--- src/rtl/pattern_scan_pkg.sv ---
// Shared types for the programmable serial pattern scanner.
package pattern_scan_pkg;

    localparam int MAX_LEN_DEF = 8;
    localparam int LEN_W       = $clog2(MAX_LEN_DEF) + 1;

    typedef enum logic [1:0] {
        IDLE = 2'd0,
        ARM  = 2'd1,
        SCAN = 2'd2,
        DONE = 2'd3
    } state_t;

    function automatic logic len_valid(input int unsigned len, input int unsigned max_len);
        return (len != 0) && (len <= max_len);
    endfunction

endpackage

--- src/rtl/pattern_scan_ctrl_core.sv ---
// History shift register, fill counter and length-masked compare.
// NONOVERLAP_EN: clear the fill count after each hit so matches never share bits.
module pattern_match_core #(
    parameter  int MAX_LEN = 8,
    localparam int LW      = $clog2(MAX_LEN) + 1
) (
    input  logic               clk,
    input  logic               reset,
    input  logic               i_shift,
    input  logic               i_clear,
    input  logic               i_bit,
    input  logic [MAX_LEN-1:0] i_pattern,
    input  logic [LW-1:0]      i_len,
    output logic               o_hit
);

    localparam logic [LW-1:0] FILL_MAX = LW'(MAX_LEN);

    logic [MAX_LEN-1:0] r_hist;
    logic [LW-1:0]      r_fill;
    logic [MAX_LEN-1:0] w_hist_nxt;
    logic [MAX_LEN-1:0] w_mask;
    logic [LW:0]        w_fill_p1;

    always_comb begin
        w_hist_nxt = {r_hist[MAX_LEN-2:0], i_bit};
        w_fill_p1  = {1'b0, r_fill} + (LW+1)'(1);
        w_mask     = '0;
        for (int i = 0; i < MAX_LEN; i++) begin
            w_mask[i] = (i < int'(i_len));
        end
        // Hit is evaluated on the history as it will be after this bit shifts in.
        o_hit = i_shift && (w_fill_p1 >= {1'b0, i_len})
                && (((w_hist_nxt ^ i_pattern) & w_mask) == '0);
    end

    always_ff @(posedge clk or posedge reset) begin
        if (reset) begin
            r_hist <= '0;
            r_fill <= '0;
        end else if (i_clear) begin
            r_hist <= '0;
            r_fill <= '0;
        end else if (i_shift) begin
            r_hist <= w_hist_nxt;
`ifdef NONOVERLAP_EN
            if (o_hit) begin
                r_fill <= '0;
            end else if (r_fill != FILL_MAX) begin
                r_fill <= w_fill_p1[LW-1:0];
            end
`else
            if (r_fill != FILL_MAX) begin
                r_fill <= w_fill_p1[LW-1:0];
            end
`endif
        end
    end

endmodule

--- src/rtl/pattern_scan_ctrl.sv ---
// Run controller for a programmable serial pattern detector: FSM, config, match counter.
// NONOVERLAP_EN (in pattern_match_core) selects non-overlapping match counting.
module pattern_scan_ctrl
    import pattern_scan_pkg::*;
#(
    parameter  int MAX_LEN = MAX_LEN_DEF,
    parameter  int CNT_W   = 8,
    localparam int LW      = $clog2(MAX_LEN) + 1
) (
    input  logic               clk,
    input  logic               reset,
    input  logic               cfg_we,
    input  logic [MAX_LEN-1:0] cfg_pattern,
    input  logic [LW-1:0]      cfg_len,
    input  logic [CNT_W-1:0]   cfg_target,
    input  logic               start,
    input  logic               abort,
    input  logic               bit_valid,
    input  logic               bit_in,
    output logic               bit_ready,
    output logic               match,
    output logic [CNT_W-1:0]   match_count,
    output logic               busy,
    output logic               done
);

    localparam logic [CNT_W-1:0] CNT_ONE = CNT_W'(1);
    localparam logic [CNT_W-1:0] CNT_MAX = '1;

    state_t             r_state;
    state_t             w_state_nxt;
    logic [MAX_LEN-1:0] r_pattern;
    logic [LW-1:0]      r_len;
    logic [CNT_W-1:0]   r_target;
    logic [CNT_W-1:0]   r_count;
    logic               r_match;
    logic               w_cfg_open;
    logic               w_start_ok;
    logic               w_accept;
    logic               w_hit;
    logic               w_last;

    assign w_cfg_open = (r_state == IDLE) || (r_state == DONE);
    assign w_start_ok = start && !abort && len_valid(32'(r_len), MAX_LEN);
    assign w_accept   = bit_valid && (r_state == SCAN);
    // Final match of a bounded run: leave SCAN on the same edge so no further bit is taken.
    assign w_last     = w_accept && w_hit && (r_target != '0)
                        && ((r_count + CNT_ONE) == r_target);

    pattern_match_core #(
        .MAX_LEN (MAX_LEN)
    ) u_core (
        .clk       (clk),
        .reset     (reset),
        .i_shift   (w_accept),
        .i_clear   (r_state == ARM),
        .i_bit     (bit_in),
        .i_pattern (r_pattern),
        .i_len     (r_len),
        .o_hit     (w_hit)
    );

    always_ff @(posedge clk or posedge reset) begin
        if (reset) begin
            r_state <= IDLE;
        end else begin
            r_state <= w_state_nxt;
        end
    end

    always_comb begin
        w_state_nxt = r_state;
        if (abort) begin
            w_state_nxt = IDLE;
        end else begin
            case (r_state)
                IDLE:    if (w_start_ok) w_state_nxt = ARM;
                ARM:     w_state_nxt = SCAN;
                SCAN:    if (w_last) w_state_nxt = DONE;
                DONE:    if (w_start_ok) w_state_nxt = ARM;
                default: w_state_nxt = IDLE;
            endcase
        end
    end

    always_comb begin
        bit_ready = 1'b0;
        busy      = 1'b0;
        done      = 1'b0;
        case (r_state)
            ARM:     busy = 1'b1;
            SCAN: begin
                busy      = 1'b1;
                bit_ready = 1'b1;
            end
            DONE:    done = 1'b1;
            default: ;
        endcase
    end

    always_ff @(posedge clk or posedge reset) begin
        if (reset) begin
            r_pattern <= '0;
            r_len     <= '0;
            r_target  <= '0;
        end else if (cfg_we && w_cfg_open) begin
            r_pattern <= cfg_pattern;
            r_len     <= cfg_len;
            r_target  <= cfg_target;
        end
    end

    // Free-running count saturates; a bounded run stops at target before it could wrap.
    always_ff @(posedge clk or posedge reset) begin
        if (reset) begin
            r_count <= '0;
            r_match <= 1'b0;
        end else begin
            r_match <= w_accept && w_hit;
            if (r_state == ARM) begin
                r_count <= '0;
            end else if (w_accept && w_hit && (r_count != CNT_MAX)) begin
                r_count <= r_count + CNT_ONE;
            end
        end
    end

    assign match       = r_match;
    assign match_count = r_count;

endmodule

--- config.mk ---
export PLATFORM = sky130hd
export DESIGN_NAME = pattern_scan_ctrl
export DESIGN_NICKNAME = d
export VERILOG_FILES = /design/src/rtl/pattern_scan_pkg.sv /design/src/rtl/pattern_scan_ctrl_core.sv /design/src/rtl/pattern_scan_ctrl.sv
export SDC_FILE = /design/constraint.sdc
export NUM_CORES = 1
export LEC_CHECK = 0
export ABC_CLOCK_PERIOD_IN_PS = 4400
export BUFFER_PORTS_ARGS = -buffer_cell sky130_fd_sc_hd__buf_4
export CORE_MARGIN = 4
export CORE_UTILIZATION = 60
export DETAILED_ROUTE_END_ITERATION = 8
export GPL_ROUTABILITY_DRIVEN = 0
export GPL_TIMING_DRIVEN = 0
export PLACE_DENSITY_LB_ADDON = 0.3
export SLEW_MARGIN = 20
export SYNTH_ARGS = -nofsm -noshare
export SYNTH_HDL_FRONTEND = slang
export SYNTH_SLANG_ARGS = --single-unit
--- constraint.sdc ---
create_clock -name clk -period 4.4 [get_ports clk]
set_clock_uncertainty 0.2 [all_clocks]
set_input_delay 0.22 -clock clk [delete_from_list [all_inputs] [get_ports clk]]
set_output_delay 0.22 -clock clk [all_outputs]
set_load 0.01 [all_outputs]
==> qor.csv, run 1 <==
metric,value,unit
die width,71.2,um
Post-synth ARST share,1.00,
Via density,6.17,
Crit Path Max Fanout,8,
Fin. Hold Viols,0,
final net count,337,
maximum clock rate,0.313,GHz
Root Buffer,clkbuf_8,
total clock sinks,42,
DR WL/cell,19.3,um
startpoint types,register,
initial core utilization,0.635,
Synth area leaders,"dfrtp_1 44%, mux2_2 9.4%, xnor2_1 5.5%, ha_1 5.2%, a21oi_1 4.4%",
DRT Pass-1 Iters,4,
Layout area overhead,30.2,%
Slew headroom,0.443,
worst slew pin tran,0.831,ns
RSZ-0062 raised after global routing,no,
cell-internal power,0.00104,W
final antenna-violating net count,0,
crit end category,register,
Initial DRC Count,233,
Unique masters post-synth,44,
Syn Nets,269,
critical setup path kind,register to register,
Psw,0.000655,W
Syn. warnings,0,
HP Class,input pin to register,
Worst-Skew Late Latency,0.30,ns
data required time of the worst path,4.44,ns
leakage power,1.37,nW
r2r worst-path depth,9,
grt total ovfl,0,
Yosys top cell by area,dfrtp_1,
die area,5070,sq um
Final Critical Period,3.20,ns
number of global-route vias before repair,2245,
reg2reg start,u_core.r_fill[0],
CTS tree,done,
post-synthesis sequential area ratio,0.439,
Critical path origin,u_core.r_fill[0],
post-DP HPWL,3680,um
I/O Buffers,38,
Comb pwr share,0.401,
Core ar.,3770,sq um
WHS,0.0359,ns
Post-synth EDFFs,0,
GRT Total Usage,0.282,
final WL,6750,um
pin count of the biggest net entering global routing,31,
Yosys reg bits,42,
routed vias,2155,
Post-Syn Area,2390,sq um
Final Cycle Share,0.727,
H-tree lvl count,2,
"Setup violations, final",0,
VDD IR max,0.410,mV
Synth Area per Inst,10.3,sq um
Clk network pwr share,0.219,
PD cells,545,nW/um^2
Rows,22,
grt met1 use,0.335,
Post-synth top flop,dfrtp_1,
deepest clock path buffer count,2,
Synth top area share,0.439,
hold path start,abort,
setup TNS,0,ns
sequential share of power,0.380,
outcome,"finished, final reports clean",
Worst Path Arrival,3.24,ns
antenna violations before repair,0,
Switching Share,0.385,
hold path cells,4,
first-pass GRT wire length,11100,um
Antenna Cells,0,
TritonCTS buffer count,5,
Max-Cap Viols,0,
GR peak layer,met2,
chip height,71.2,um
Ports,39,
DRC Markers,0,
"Clk pin slew, worst setup/hold paths",0.09,ns
fraction of layout cells with a size suffix above 1,0.252,
M3 GR Usage,0.0582,
routing usage on met2,0.481,
Pins Over Slew Limit,0,
Post-Synthesis Cells,232,
-- final timing paths --
kind | endpoint | slack, ns
worst min-delay path | r_state[1] | 0.04
worst min register to register | r_pattern[4] | 0.36
min in group asynchronous | r_target[5] | 0.25
worst max-delay path | r_state[1] | 1.20
worst max register to register | r_state[1] | 1.20
max in group asynchronous | r_len[0] | 3.28
-- worst max-delay path: stages (launching register included) --
cell	delay, ns
dfrtp_1	0.43
ha_1	0.24
xor2_1	0.24
ha_1	0.29
o21ai_0	0.27
o21ai_0	0.15
o211ai_1	0.41
nor4_2	0.17
or4b_2	0.64
nand3_1	0.09
-- Yosys cell counts, drive strengths merged, types with 2 or more instances --
cell type and instances:
a211oi 3, nand2 24, nor2 12, or4b 2, mux2 21, and3 2
clkbuf 8, nand3b 2, o211ai 2, o21ai 5, nand4 2, mux2i 3
a31oi 2, xor2 8, nand2b 3, xnor2 15, inv 10, nor3 6
nor4 5, nand3 5, dfrtp 42, a21oi 22, or4 2, o41ai 2
ha 10
-- metrics by stage --
stage / cell area [sq um] / instances / setup WS [ns] / util / power [W]
6_report: 3120 / 349 / 1.20 / 0.827 / 0.00170
4_1_cts: 3120 / 349 / 1.43 / 0.827 / 0.00162
5_1_grt: 3120 / 349 / 1.11 / 0.827 / 0.00178
3_3_place_gp: 2740 / 318 / 1.52 / 0.727 / 0.00121
2_1_floorplan: 2390 / 232 / 1.73 / - / 0.00107
3_5_place_dp: 2760 / 319 / 1.45 / 0.732 / 0.00124
-- metal layers --
| metal | part of all wire | vias up |
|---|---|---|
| met1 | 0.40 | 1061 |
| met4 | 0.051 | 0 |
| met3 | 0.063 | 34 |
| li1 | - | 961 |
| met2 | 0.49 | 99 |
| met5 | 0 | - |
-- area by class of cell --
type	count	area [sq um]
inverter	10	37.5
timing repair buffer	61	526
buffer	8	30.0
fill	201	653
clock inverter	3	68.8
sequential	42	1050
tap	48	60.1
multi-input combinational	172	1280
clock buffer	5	68.8
-- kinds of logic after synthesis --
logic type,share of synthesized area
xor+xnor,0.0841
buf+inv,0.0282
compound gates,0.123
simple gates,0.162
flops,0.439
fa+ha+maj,0.0522
mux,0.111
-- sequential cells by signal, summed over array words and instances (netlist names) --
signal and flops:
r_pattern 8, match_count 8, u_core.r_hist 7, r_len 4, u_core.r_fill 4, r_target 8
match 1, r_state 2
-- power groups by stage --
stage,combinational (W),sequential [W],clock [W]
2_1_floorplan,0.000479,0.000591,0
3_3_place_gp,0.000584,0.000621,0
3_5_place_dp,0.000608,0.000629,0
4_1_cts,0.000629,0.000623,0.000373
5_1_grt,0.000743,0.000654,0.000385
6_report,0.000681,0.000646,0.000372
-- cell usage in the layout (no fill, tap or decap), types with 9 or more instances in the layout --
cell	count
nor2_1	12
ha_1	10
xnor2_1	15
buf_4	38
inv_1	9
mux2_2	20
dfrtp_1	42
dlygate4sd3_1	22
a21oi_1	21
nand2_1	24
-- what timing repair did --
action | in CTS | in global routing
buffers inserted | 0 | 0
hold buffers | 22 | 0
endpoints found under the hold margin | 63 | 0
gates resized for setup | 0 | 0
Power figures use the tool's default switching activity.
==> run 2: changes to the inputs <==
- ABC_CLOCK_PERIOD_IN_PS: 4400 -> 2600
- CORE_UTILIZATION: 60 -> 51
- clock period: 4.4 -> 2.6 ns (I/O delays scaled with it)
==> run 2 against run 1 <==
The flow now finishes with violations (setup timing). Flip-flop and latch count unchanged. Critical path type unchanged. Via count decreased by 2.6%. Final cell count increased by 4.6%. Sequential share of layout area decreased by 2.5 points. Die area increased by 16%. Global-route usage decreased by 7.6 points. Highest routed layer unchanged. Core utilization decreased by 6.6 points. Critical path depth decreased by 1. Routed wire length decreased by 10%. Non-clock buffer count increased by 12.
==> qor.csv, run 2 (synthesis gave the netlist of run 1 again) <==
metric,value,unit,change
r2r worst-path depth,8,,-1
reg2reg end,match_count[5],,
PD cells,851,nW/um^2,+56%
"most common cell after layout, fill and taps aside",buf_4,,
"Cell Count, Final, Fillers Out",365,,+4.6%
TritonCTS buffer count,5,,unchanged
final worst slack,-0.106,ns,-1.31 ns
M3 GR Usage,0.0473,,-0.0110
crit end category,register,,
Worst Hold End,r_state[0],,
GRT Total Usage,0.207,,-0.0755
CTS tree,done,,
Antenna Cells,0,,unchanged
Pins Over Slew Limit,0,,unchanged
final WL,6050,um,-10%
hold path start,start,,
dpl cells,323,,+1.3%
grt met1 use,0.279,,-0.0555
Slew headroom,0.598,,+0.154
deepest clock path buffer count,2,,unchanged
HP Class,input pin to register,,
slowest cell on the critical path,or4b_4,,
fill cell count,315,,+57%
Worst-Skew Late Latency,0.30,ns,about the same
Final Critical Period,2.71,ns,-0.491 ns
worst slew pin tran,0.601,ns,-0.230 ns
setup TNS,-0.404,ns,-0.404 ns
Crit Path Max Fanout,7,,-1
Max-Cap Viols,0,,unchanged
largest incremental delay on the critical path,0.55,ns,-0.09 ns
die width,76.5,um,+7.5%
Root Buffer,clkbuf_8,,
sequential cell area,1060,sq um,+0.48%
"Clk pin slew, worst setup/hold paths",0.08,ns,about the same
"commonest cells after routing, fill and taps aside","49 x buf_4, 38 x dfrtp_1, 24 x nand2_1, 23 x dlygate4sd3_1, 20 x mux2_2",,
VDD IR max,0.618,mV,+51%
maximum clock rate,0.370,GHz,+18%
hold path cells,4,,unchanged
Initial DRC Count,118,,-49%
post-DP HPWL,3820,um,+3.7%
final net count,349,,+3.6%
critical setup path kind,register to register,,
pin count of the biggest net entering global routing,26,,-16%
"Power, Total",0.00288,W,+69%
grt total ovfl,0,,unchanged
routing usage on met2,0.327,,-0.154
DRT Pass-1 Iters,5,,+1
die area,5860,sq um,+16%
DR WL/cell,16.6,um,-14%
violated checks,setup timing,,
DRC Markers,0,,unchanged
Layout area overhead,41.3,%,
final antenna-violating net count,0,,unchanged
Core ar.,4440,sq um,+18%
Via density,5.75,,-6.9%
routed vias,2098,,-2.6%
initial core utilization,0.539,,-0.0962
Worst Path Arrival,2.68,ns,-0.56 ns
Final Cycle Share,1.04,,+0.314
leakage power,1.44,nW,+5.2%
first-pass GRT wire length,9800,um,-12%
Rows,24,,+9.1%
fraction of layout cells with a size suffix above 1,0.380,,+0.128
number of global-route vias before repair,2076,,-7.5%
area of the multi-input gates,1470,sq um,+15%
chip height,76.5,um,+7.5%
H-tree lvl count,2,,unchanged
"Setup violations, final",6,,+6
RSZ-0062 raised after global routing,yes,,
I/O Buffers,38,,unchanged
worst-path cell chain,or4b_4 > a2111oi_4 > a21oi_2 > a2bb2oi_4 > buf_4 > nor4_2 > xnor2_1 > nor2_1,,
outcome,"finished, violations left",,
WHS,0.0762,ns,+0.0403 ns
data required time of the worst path,2.57,ns,-1.87 ns
antenna violations before repair,0,,unchanged
startpoint types,register,,
GR peak layer,met2,,
r2r setup slk,-0.11,ns,-1.31 ns
reg2reg start,r_len[3],,
total clock sinks,42,,unchanged
Ports,39,,unchanged
Fin. Hold Viols,0,,unchanged
-- run 2: worst max-delay path by stage --
stage | end | depth (start not counted) | slack [ns] | from
2_1_floorplan | r_state[1] | 9 | -0.02 | u_core.r_fill[0]
3_3_place_gp | r_state[1] | 9 | -0.25 | u_core.r_fill[0]
3_5_place_dp | match_count[4] | 9 | -0.28 | u_core.r_fill[0]
4_1_cts | match_count[4] | 7 | -0.12 | r_len[3]
5_1_grt | match_count[7] | 7 | -0.20 | r_len[3]
6_report | match_count[5] | 8 | -0.11 | r_len[3]
-- run 2: layout make-up --
type / count / share of cell area
plain buffers: 7 / 0.0104
clock buffers: 6 / 0.0244
clock inverters: 2 / 0.00370
inverters: 10 / 0.0111
multi-input cells: 172 / 0.433
flip-flops and latches: 42 / 0.312
well taps: 52 / 0.0192
repair buffers: 74 / 0.186
-- run 2: through the flow --
step                area [sq um]   util  setup WS (ns)
floorplan                   2400      -        -0.0204
global placement            2750  0.618         -0.253
detailed placement          2770  0.622         -0.281
CTS                         3200  0.719         -0.121
global route                3380  0.761         -0.203
finish                      3380  0.761         -0.106
-- run 2: timing repair --
item                       4_1_cts  5_1_grt
hold buffers                    23        0
hold endpoints to repair        64        0
pin swaps                       10       15
resized for setup                8       39
buffers inserted                 8        4
setup endpoints to repair       10       10
-- run 2: power breakdown --
group	internal (W)	switching (W)
Sequential	0.000849	0.000207
Clock	0.000214	0.000236
Combinational	0.000692	0.000680
-- run 2: routing by layer --
layer	vias up	part of all wire
met5	-	0
met4	0	0.013
met3	13	0.062
met2	72	0.50
met1	1020	0.43
li1	993	-
-- run 2: critical path: cells and delay by family (launching register included) --
| family | cells | cell delay (ns) |
|---|---|---|
| buf+inv | 1 | 0.17 |
| compound gates | 3 | 0.74 |
| flops | 1 | 0.43 |
| simple gates | 3 | 0.87 |
| xor+xnor | 1 | 0.15 |
